[src/rtl/uart_tx_gen.sv]
// uart_tx_gen: 16550-style UART transmit framer.
// Serialises one character per frame: start bit, 5-8 data bits LSB first,
// optional parity, 1/1.5/2 stop bits, then GUARD_BITS idle bit times.
// All timing advances on i_baud_pulse; each bit lasts OVERSAMPLE ticks.
// Optional feature macro: UART_TX_PARITY_EN (parity state and logic).
// Without it, i_pen/i_eps/i_sticky_parity are ignored and DATA goes to STOP.
module uart_tx_gen #(
    parameter int OVERSAMPLE = 16,
    parameter int GUARD_BITS = 0
) (
    input  logic       i_clk,
    input  logic       i_rst_n,
    input  logic       i_baud_pulse,
    input  logic       i_thre,
    input  logic [7:0] i_din,
    input  logic [1:0] i_wls,
    input  logic       i_pen,
    input  logic       i_eps,
    input  logic       i_sticky_parity,
    input  logic       i_stb,
    input  logic       i_set_break,
    output logic       o_pop,
    output logic       o_sreg_empty,
    output logic       o_tx,
    output logic       o_busy,
    output logic       o_tx_done
);

    localparam int STOP1_T  = OVERSAMPLE;
    localparam int STOP15_T = (3 * OVERSAMPLE) / 2;
    localparam int STOP2_T  = 2 * OVERSAMPLE;
    localparam int GUARD_T  = GUARD_BITS * OVERSAMPLE;
    // Counter must hold the longest single state: 2-bit stop or the guard span
    localparam int MAX_T    = (GUARD_T > STOP2_T) ? GUARD_T : STOP2_T;
    localparam int CNT_W    = $clog2(MAX_T + 1);

`ifdef UART_TX_PARITY_EN
    typedef enum logic [2:0] {IDLE, START, DATA, PARITY, STOP, GUARD} state_t;
`else
    typedef enum logic [2:0] {IDLE, START, DATA, STOP, GUARD} state_t;
`endif

    state_t           r_state;
    logic [CNT_W-1:0] r_cnt;
    logic [2:0]       r_bit;
    logic [7:0]       r_sreg;
    logic [1:0]       r_wls;
    logic             r_stb;
    logic             r_line;
    logic             r_tx;
    logic             r_pop;
    logic             r_sreg_empty;
    logic             r_busy;
    logic             r_tx_done;

    logic [CNT_W-1:0] w_len;
    logic             w_last;
    logic [2:0]       w_last_bit;

`ifdef UART_TX_PARITY_EN
    logic       r_pen;
    logic       r_par;
    logic [7:0] w_mask;
    logic       w_par;

    // Parity over the selected word length, taken from din at load time
    always_comb begin
        w_mask = 8'hFF >> (2'd3 - i_wls);
        if (i_sticky_parity)
            w_par = ~i_eps;
        else
            w_par = (^(i_din & w_mask)) ^ ~i_eps;
    end
`else
    logic w_unused_parity;
    assign w_unused_parity = ^{i_pen, i_eps, i_sticky_parity};
`endif

    // Tick length of the current state; stop length uses the latched LCR
    always_comb begin
        w_len = CNT_W'(OVERSAMPLE);
        case (r_state)
            STOP:    w_len = !r_stb ? CNT_W'(STOP1_T) :
                             (r_wls == 2'd0) ? CNT_W'(STOP15_T) : CNT_W'(STOP2_T);
            GUARD:   w_len = CNT_W'(GUARD_T);
            default: w_len = CNT_W'(OVERSAMPLE);
        endcase
    end

    assign w_last     = (r_cnt == w_len - 1'b1);
    assign w_last_bit = {1'b0, r_wls} + 3'd4;

    // Frame FSM; tx is re-registered every clk so a break shows on the next edge
    always_ff @(posedge i_clk or negedge i_rst_n) begin
        if (!i_rst_n) begin
            r_state      <= IDLE;
            r_cnt        <= '0;
            r_bit        <= '0;
            r_sreg       <= '0;
            r_wls        <= '0;
            r_stb        <= 1'b0;
`ifdef UART_TX_PARITY_EN
            r_pen        <= 1'b0;
            r_par        <= 1'b0;
`endif
            r_line       <= 1'b1;
            r_tx         <= 1'b1;
            r_pop        <= 1'b0;
            r_sreg_empty <= 1'b1;
            r_busy       <= 1'b0;
            r_tx_done    <= 1'b0;
        end else begin
            r_pop     <= 1'b0;
            r_tx_done <= 1'b0;
            r_tx      <= r_line & ~i_set_break;
            if (i_baud_pulse) begin
                case (r_state)
                    IDLE: begin
                        if (!i_thre) begin
                            r_state      <= START;
                            r_cnt        <= '0;
                            r_sreg       <= i_din;
                            r_wls        <= i_wls;
                            r_stb        <= i_stb;
`ifdef UART_TX_PARITY_EN
                            r_pen        <= i_pen;
                            r_par        <= w_par;
`endif
                            r_pop        <= 1'b1;
                            r_sreg_empty <= 1'b0;
                            r_busy       <= 1'b1;
                            r_line       <= 1'b0;
                            r_tx         <= 1'b0;
                        end
                    end
                    START: begin
                        if (w_last) begin
                            r_state <= DATA;
                            r_cnt   <= '0;
                            r_bit   <= '0;
                            r_line  <= r_sreg[0];
                            r_tx    <= r_sreg[0] & ~i_set_break;
                        end else begin
                            r_cnt <= r_cnt + 1'b1;
                        end
                    end
                    DATA: begin
                        if (!w_last) begin
                            r_cnt <= r_cnt + 1'b1;
                        end else if (r_bit != w_last_bit) begin
                            r_cnt  <= '0;
                            r_bit  <= r_bit + 1'b1;
                            r_sreg <= {1'b0, r_sreg[7:1]};
                            r_line <= r_sreg[1];
                            r_tx   <= r_sreg[1] & ~i_set_break;
`ifdef UART_TX_PARITY_EN
                        end else if (r_pen) begin
                            r_state <= PARITY;
                            r_cnt   <= '0;
                            r_line  <= r_par;
                            r_tx    <= r_par & ~i_set_break;
`endif
                        end else begin
                            r_state      <= STOP;
                            r_cnt        <= '0;
                            r_sreg_empty <= 1'b1;
                            r_line       <= 1'b1;
                            r_tx         <= ~i_set_break;
                        end
                    end
`ifdef UART_TX_PARITY_EN
                    PARITY: begin
                        if (w_last) begin
                            r_state      <= STOP;
                            r_cnt        <= '0;
                            r_sreg_empty <= 1'b1;
                            r_line       <= 1'b1;
                            r_tx         <= ~i_set_break;
                        end else begin
                            r_cnt <= r_cnt + 1'b1;
                        end
                    end
`endif
                    STOP: begin
                        if (!w_last) begin
                            r_cnt <= r_cnt + 1'b1;
                        end else if (GUARD_T == 0) begin
                            r_state   <= IDLE;
                            r_cnt     <= '0;
                            r_busy    <= 1'b0;
                            r_tx_done <= 1'b1;
                        end else begin
                            r_state <= GUARD;
                            r_cnt   <= '0;
                        end
                    end
                    GUARD: begin
                        if (w_last) begin
                            r_state   <= IDLE;
                            r_cnt     <= '0;
                            r_busy    <= 1'b0;
                            r_tx_done <= 1'b1;
                        end else begin
                            r_cnt <= r_cnt + 1'b1;
                        end
                    end
                    default: begin
                        r_state <= IDLE;
                        r_cnt   <= '0;
                    end
                endcase
            end
        end
    end

    assign o_pop        = r_pop;
    assign o_sreg_empty = r_sreg_empty;
    assign o_tx         = r_tx;
    assign o_busy       = r_busy;
    assign o_tx_done    = r_tx_done;

endmodule

[config.mk]
export PLATFORM = sky130hd
export DESIGN_NAME = uart_tx_gen
export DESIGN_NICKNAME = d
export VERILOG_FILES = /design/src/rtl/uart_tx_gen.sv
export SDC_FILE = /design/constraint.sdc
export NUM_CORES = 1
export LEC_CHECK = 0
export ABC_AREA = 1
export CELL_PAD_IN_SITES_DETAIL_PLACEMENT = 1
export CELL_PAD_IN_SITES_GLOBAL_PLACEMENT = 2
export CORE_UTILIZATION = 31
export CTS_CLUSTER_SIZE = 25
export DETAILED_ROUTE_END_ITERATION = 16
export HOLD_SLACK_MARGIN = 0.12
export PLACE_DENSITY = 0.83
export SETUP_SLACK_MARGIN = 0.02
export SYNTH_ARGS = -nofsm -noshare
export SYNTH_HDL_FRONTEND = slang
export SYNTH_SLANG_ARGS = --single-unit
[constraint.sdc]
create_clock -name i_clk -period 2.6 [get_ports i_clk]
set_clock_uncertainty 0.2 [all_clocks]
set_input_delay 0.52 -clock i_clk [delete_from_list [all_inputs] [get_ports i_clk]]
set_output_delay 0.52 -clock i_clk [all_outputs]
set_load 0.02 [all_outputs]
-- Yosys cells after proc, flatten, opt, wreduce, memory -nomap -nowiden
Index checks and enable logic that the tools add are counted.
- add/sub/neg operators: 4
- multiply operators: 0
- divide/modulo/power cells: 0
- magnitude comparators: 0
- equality and inequality tests: 12
- shifts and indexed selects: 0
- muxes and demuxes: 42
- bitwise gates (word level): 5
- reduce and logical (&&, ||, !) cells: 16
- operators with widths (cell ; number):
    $mux 6 ; 4
    $mux 8 ; 3
    $pmux 6 s2 ; 2
    $mux 3 ; 7
    $reduce_and 5->1 ; 4
    $mux 1 ; 19
    $pmux 8 s2 ; 1
    $pmux 3 s4 ; 1
    $ne 2x2->1 const B ; 5
    $add 6x1->6 const B ; 1
    $eq 3x2->1 const B ; 2
    $eq 6x6->1 ; 1
    $pmux 1 s3 ; 2
    $pmux 3 s2 ; 1
    $reduce_and 6->1 ; 1
    $reduce_bool 2->1 ; 3
    $sub 6x1->6 const B ; 1
    $pmux 1 s2 ; 2
    $reduce_and 4->1 ; 1
    $reduce_or 4->1 ; 1
    $add 2x3->3 const B ; 1
    $add 3x1->3 const B ; 1
    $and 1x1->1 ; 3
    $eq 3x1->1 const B ; 1
    10 further kinds ; 11
- bits in registers: 29
- bits in latches: 0
- RAM bits: 0
- memory bits (read-only): 0
- bits of input ports: 19
- output and inout port bits: 5
- word-level logic and storage cells: 91
- memories kept: 0

-- Logic depth before layout (Yosys ltp)
- depth after elaboration: 9
- gate-level depth with buffers: 17
- depth with buffers taken out: 17

-- Worst setup path before layout
Ideal clock, no wire load.
- kind: flip-flop to flip-flop
- start point: register r_state[0]
- end point: register r_sreg[0]
- data arrival time: 1.901 ns
- required time: 2.277 ns
- path slack: 0.376 ns
- cell stages (with the launch flop): 17
- path buffers: 0
- clock period less this slack: 2.224 ns
- path through: dfrtp_1 ha_1 nand2_2 inv_2 nand2_2 inv_1 ha_1 inv_1 nand2_1 nand2_1 nand2_1 nor2_2 nand2_4 nand2_4 nand2_4 o21ai_0 nand2_1
- cells in the longest elaborated chain, start to end: 6
- elaborated cells on any way between the ends: 13
- those cells by class: add/sub: 1; eq/ne: 7; mux: 2; reduce/logical: 3
- RTL lines (item ; line ; RTL):
    from (decl) ; 43 ; state_t r_state;
    from (signal assigned) ; 96 ; r_state <= IDLE;
    from (signal assigned) ; 120 ; r_state <= START;
    from (signal assigned) ; 138 ; r_state <= DATA;
    $eq 3x3->1 or $eq 3x2->1 (tied branches) ; 82 ; case (r_state)
    $pmux 6 s2 ; 82 ;
    $sub 6x1->6 ; 90 ; assign w_last = (r_cnt == w_len - 1'b1);
    $eq 6x6->1 ; 90 ;
    $ne 2x2->1 (no source line) ; n/a ;
    $reduce_and 5->1 (no source line) ; n/a ;
    to (signal assigned) ; 122 ; r_sreg <= i_din;
    to (signal assigned) ; 153 ; r_sreg <= {1'b0, r_sreg[7:1]};
    to (decl) ; 46 ; logic [7:0] r_sreg;
Parallel ways exist; a longest one is shown, timed or not.
A chain may end at the register's enable or synchronous reset.

-- Worst setup path after layout
- start point: register r_state[0]
- end point: register r_sreg[2]
The elaborated chain is that of the path after synthesis.

==> results.sh <==
export IMPL_clockRootBuffer="clkbuf_8"
export IMPL_grt_setup_unrepaired="false"
export IMPL_slowest_delay_ns=0.42
export IMPL_synth_most_common_cell="nand2_1"
export IMPL_yosys_register_bits=28
export IMPL_hold_path_class="reg2reg"
export IMPL_yosys_area_share_simple_pct=33.31
export IMPL_worstReg2RegStart="r_state[0]"
export IMPL_dpl_hpwl_um=3050
export IMPL_internal_power_uw=1127
export IMPL_maxCapViolations=0
export IMPL_drtAntennaViolNets=0
export IMPL_synth_top_flop_cell="dfrtp_1"
export IMPL_cts_tree="built"
export IMPL_dr_pass1_iters=3
export IMPL_pre_cts_slack_ns=0.1608
export IMPL_syn_avg_cell_area_um2=7.649
export IMPL_clock_latency_ns=0.28
export IMPL_synth_xor_area_share_pct=3.627
export IMPL_wirelength_um=4032
export IMPL_yosysUniqueCellTypes=27
export IMPL_area_growth_pct=25.02
export IMPL_synth_area_mux_share_pct=0
export IMPL_cp_required_ns=2.62
export IMPL_synth_commonest_cells="75 x nand2_1, 25 x dfrtp_1, 23 x inv_1, 16 x nor2_1"
export IMPL_endpoint_kind="register"
export IMPL_synth_warnings=0
export IMPL_dp_cells=315
export IMPL_die_x_um=75.85
export IMPL_die_area_um2=5752
export IMPL_grtUsageTotal_pct=15.93
export IMPL_path_buf_inv=3
export IMPL_synthAdderAreaFrac_pct=6.662
export IMPL_design_area_um2=2113
export IMPL_post_route_util_pct=40.86
export IMPL_grt_pass1_vias=1444
export IMPL_cts_sinks=28
export IMPL_synthTopCellsByArea="dfrtp_1 37%, nand2_1 17%, ha_1 6.7%"
export IMPL_initial_core_util_pct=32.68
export IMPL_crit_top_cell="nand2_1"
export IMPL_path_delay_family="simple AND/OR/NAND/NOR gates"
export IMPL_critPathKind="reg2reg"
export IMPL_power_leakage_uw=0.001047
export IMPL_syn_inst=221
export IMPL_yosys_area_top_type="dfrtp_1"
export IMPL_grt_pass1_wl_um=6886
export IMPL_stdcell_count=321
export IMPL_max_slew_margin_pct=74.71
export IMPL_synth_top_area_share_pct=37.01
export IMPL_fin_crit_ns=2.362
export IMPL_drt_first_iter_violations=40
export IMPL_finalHoldViolations=0
export IMPL_synth_edf_count=0
export IMPL_p_sw_uw=764.3
export IMPL_outcome="finished clean"
export IMPL_rows=26
export IMPL_coreArea_um2=5172
export IMPL_max_freq_mhz=423.4
export IMPL_netSwitchingFraction_pct=40.41
export IMPL_synth_compound_area_share_pct=8.290
export IMPL_cp_max_fo=8
export IMPL_viasPerCell=4.489
export IMPL_dpl_cell_area_um2=2012
export IMPL_async_flop_share_pct=100.0
export IMPL_p_per_area_nw_per_um2=895.0
export IMPL_h_tree_depth=1
export IMPL_dieHeight_um=75.85
export IMPL_grt_antenna_before_repair=0
export IMPL_setup_slack_ns=0.2384
export IMPL_post_route_cells_drive_above_1_share_pct=16.33
export IMPL_setup_viol=0
export IMPL_path_clk_slew_ns=0.10
export IMPL_worstSetupStartpointType="register"
export IMPL_cp_slowest_cell="dfrtp_2"
export IMPL_overflow=0
export IMPL_syn_area_um2=1690
export IMPL_critPathArrivalTime_ns=2.38
export IMPL_crit_path_start="r_state[0]"
export IMPL_pin_count=24
export IMPL_tightest_slew_ns=0.3785
export IMPL_numCtsBuffers=3
export IMPL_fin_crit_sh_pct=90.83
export IMPL_ir_drop_mv=0.3028
export IMPL_tns_ns=0
export IMPL_clockPowerShare_pct=18.4
export IMPL_ys_seq_area_share_pct=41.67
export IMPL_cts_buffer_depth=2
export IMPL_grt_max_degree=29
export IMPL_worstPathCellList="ha_2 -> nand2_2 -> inv_2 -> nand2_2 -> inv_1 -> ha_1 -> inv_1 -> nand2_1 -> nand2_1 -> nand2_1 -> nor2_2 -> nand2_4 -> nand2_4 -> nand2_8 -> nor2_8 -> nand2_1 -> nand2_1"
export IMPL_p_seq_share_pct=35.6
export IMPL_power_frac_comb_pct=46.0
export IMPL_place_gp_congestion=0.7259
export IMPL_drc=0
export IMPL_final_net_count=280
export IMPL_min_from="o_sreg_empty"
export IMPL_portBuffers=20
export IMPL_slew_violations=0
export IMPL_syn_num_nets=249
export IMPL_dr_total_vias=1441
export IMPL_post_drt_wl_per_cell_um=12.56
export IMPL_antenna_cells=0
export IMPL_synth_top_family_by_area="simple AND/OR/NAND/NOR gates"
state kept, by name, indices dropped and copies added, names as in the netlist, 2 cells and up:
name     cells
r_bit        3
r_cnt        6
r_state      2
r_sreg       8
r_wls        2
layout by cell type, fill, tap and decap left out, types with 2 or more instances in the layout:
cell / n
a21oi_1: 4
buf_4: 7
clkbuf_8: 3
clkdlybuf4s50_1: 20
dfrtp_1: 24
dfstp_2: 3
ha_1: 8
inv_1: 23
inv_2: 5
nand2_1: 74
nand2_2: 6
nand2_4: 2
nand3_1: 14
nor2_1: 16
nor2_2: 4
o21ai_0: 11
o21ai_1: 5
o21ai_2: 2
xnor2_1: 2
xor2_1: 5
layer usage:
metal,wire [µm],track usage [%],vias to the layer above,share of wire (%)
met3,106,3.571,2,2.6
met4,31,3.086,0,0.77
met2,1812,25.27,17,45
met5,0,0,-,0
li1,-,-,747,-
met1,2082,22.26,675,52
final timing paths:
path	end	cells past startpoint	slack (ns)
min in group asynchronous	r_cnt[4]	2	0.42
worst min-delay path	o_sreg_empty	2	0.28
worst max register to register	r_sreg[2]	17	0.24
max in group asynchronous	r_line	2	1.46
worst max-delay path	r_sreg[2]	17	0.24
worst min register to register	o_sreg_empty	2	0.28
worst register-to-register path, delay by kind of cell (launching register included):
kind / cells / cell delay [ns]
and+or+nand+nor: 12 / 1.08
adders and majority gates: 2 / 0.47
DFF: 1 / 0.42
buffers and inverters: 3 / 0.14
final cells by class:
cell class                 instances  area, µm²
clock buffer                       3      41.29
multi-input combinational        164      890.9
tap                               70      87.58
fill                             629       3059
clock inverter                     1      30.03
sequential                        28      705.7
inverter                          28      105.1
timing repair buffer              27      252.7
power by group through the flow:
stage,combinational (µW),clock (µW),sequential (µW)
after global placement,799,0,682
after CTS,834,370,678
after global routing,1000,380,694
after detailed placement,830,0,682
final,870,348,673
after floorplan,559,0,684
repair_timing:
action | CTS | global route
buffers inserted | 0 | 2
hold buffers | 0 | 0
gates resized for setup | 0 | 7
hold endpoints to repair | 0 | 0
endpoints found under the setup margin | 0 | 13
logic make-up (layout without fill, tap and decap cells):
logic type               after synthesis  in the layout
XOR/XNOR                               7              7
flip-flops                            28             28
AND/OR/NAND/NOR                      123            123
adder cells (fa/ha/maj)                9              9
AO/OA/AOI/OAI                         25             25
buffers and inverters                 29             59
metrics by stage:
stage	total power (µW)	hold slack, ns
after floorplan	1243	0.02441
after global placement	1481	0.2539
after detailed placement	1512	0.2638
after CTS	1881	0.2807
after global routing	2073	0.3156
final	1891	0.2758
No activity file was read; power rests on OpenSTA's default activity.
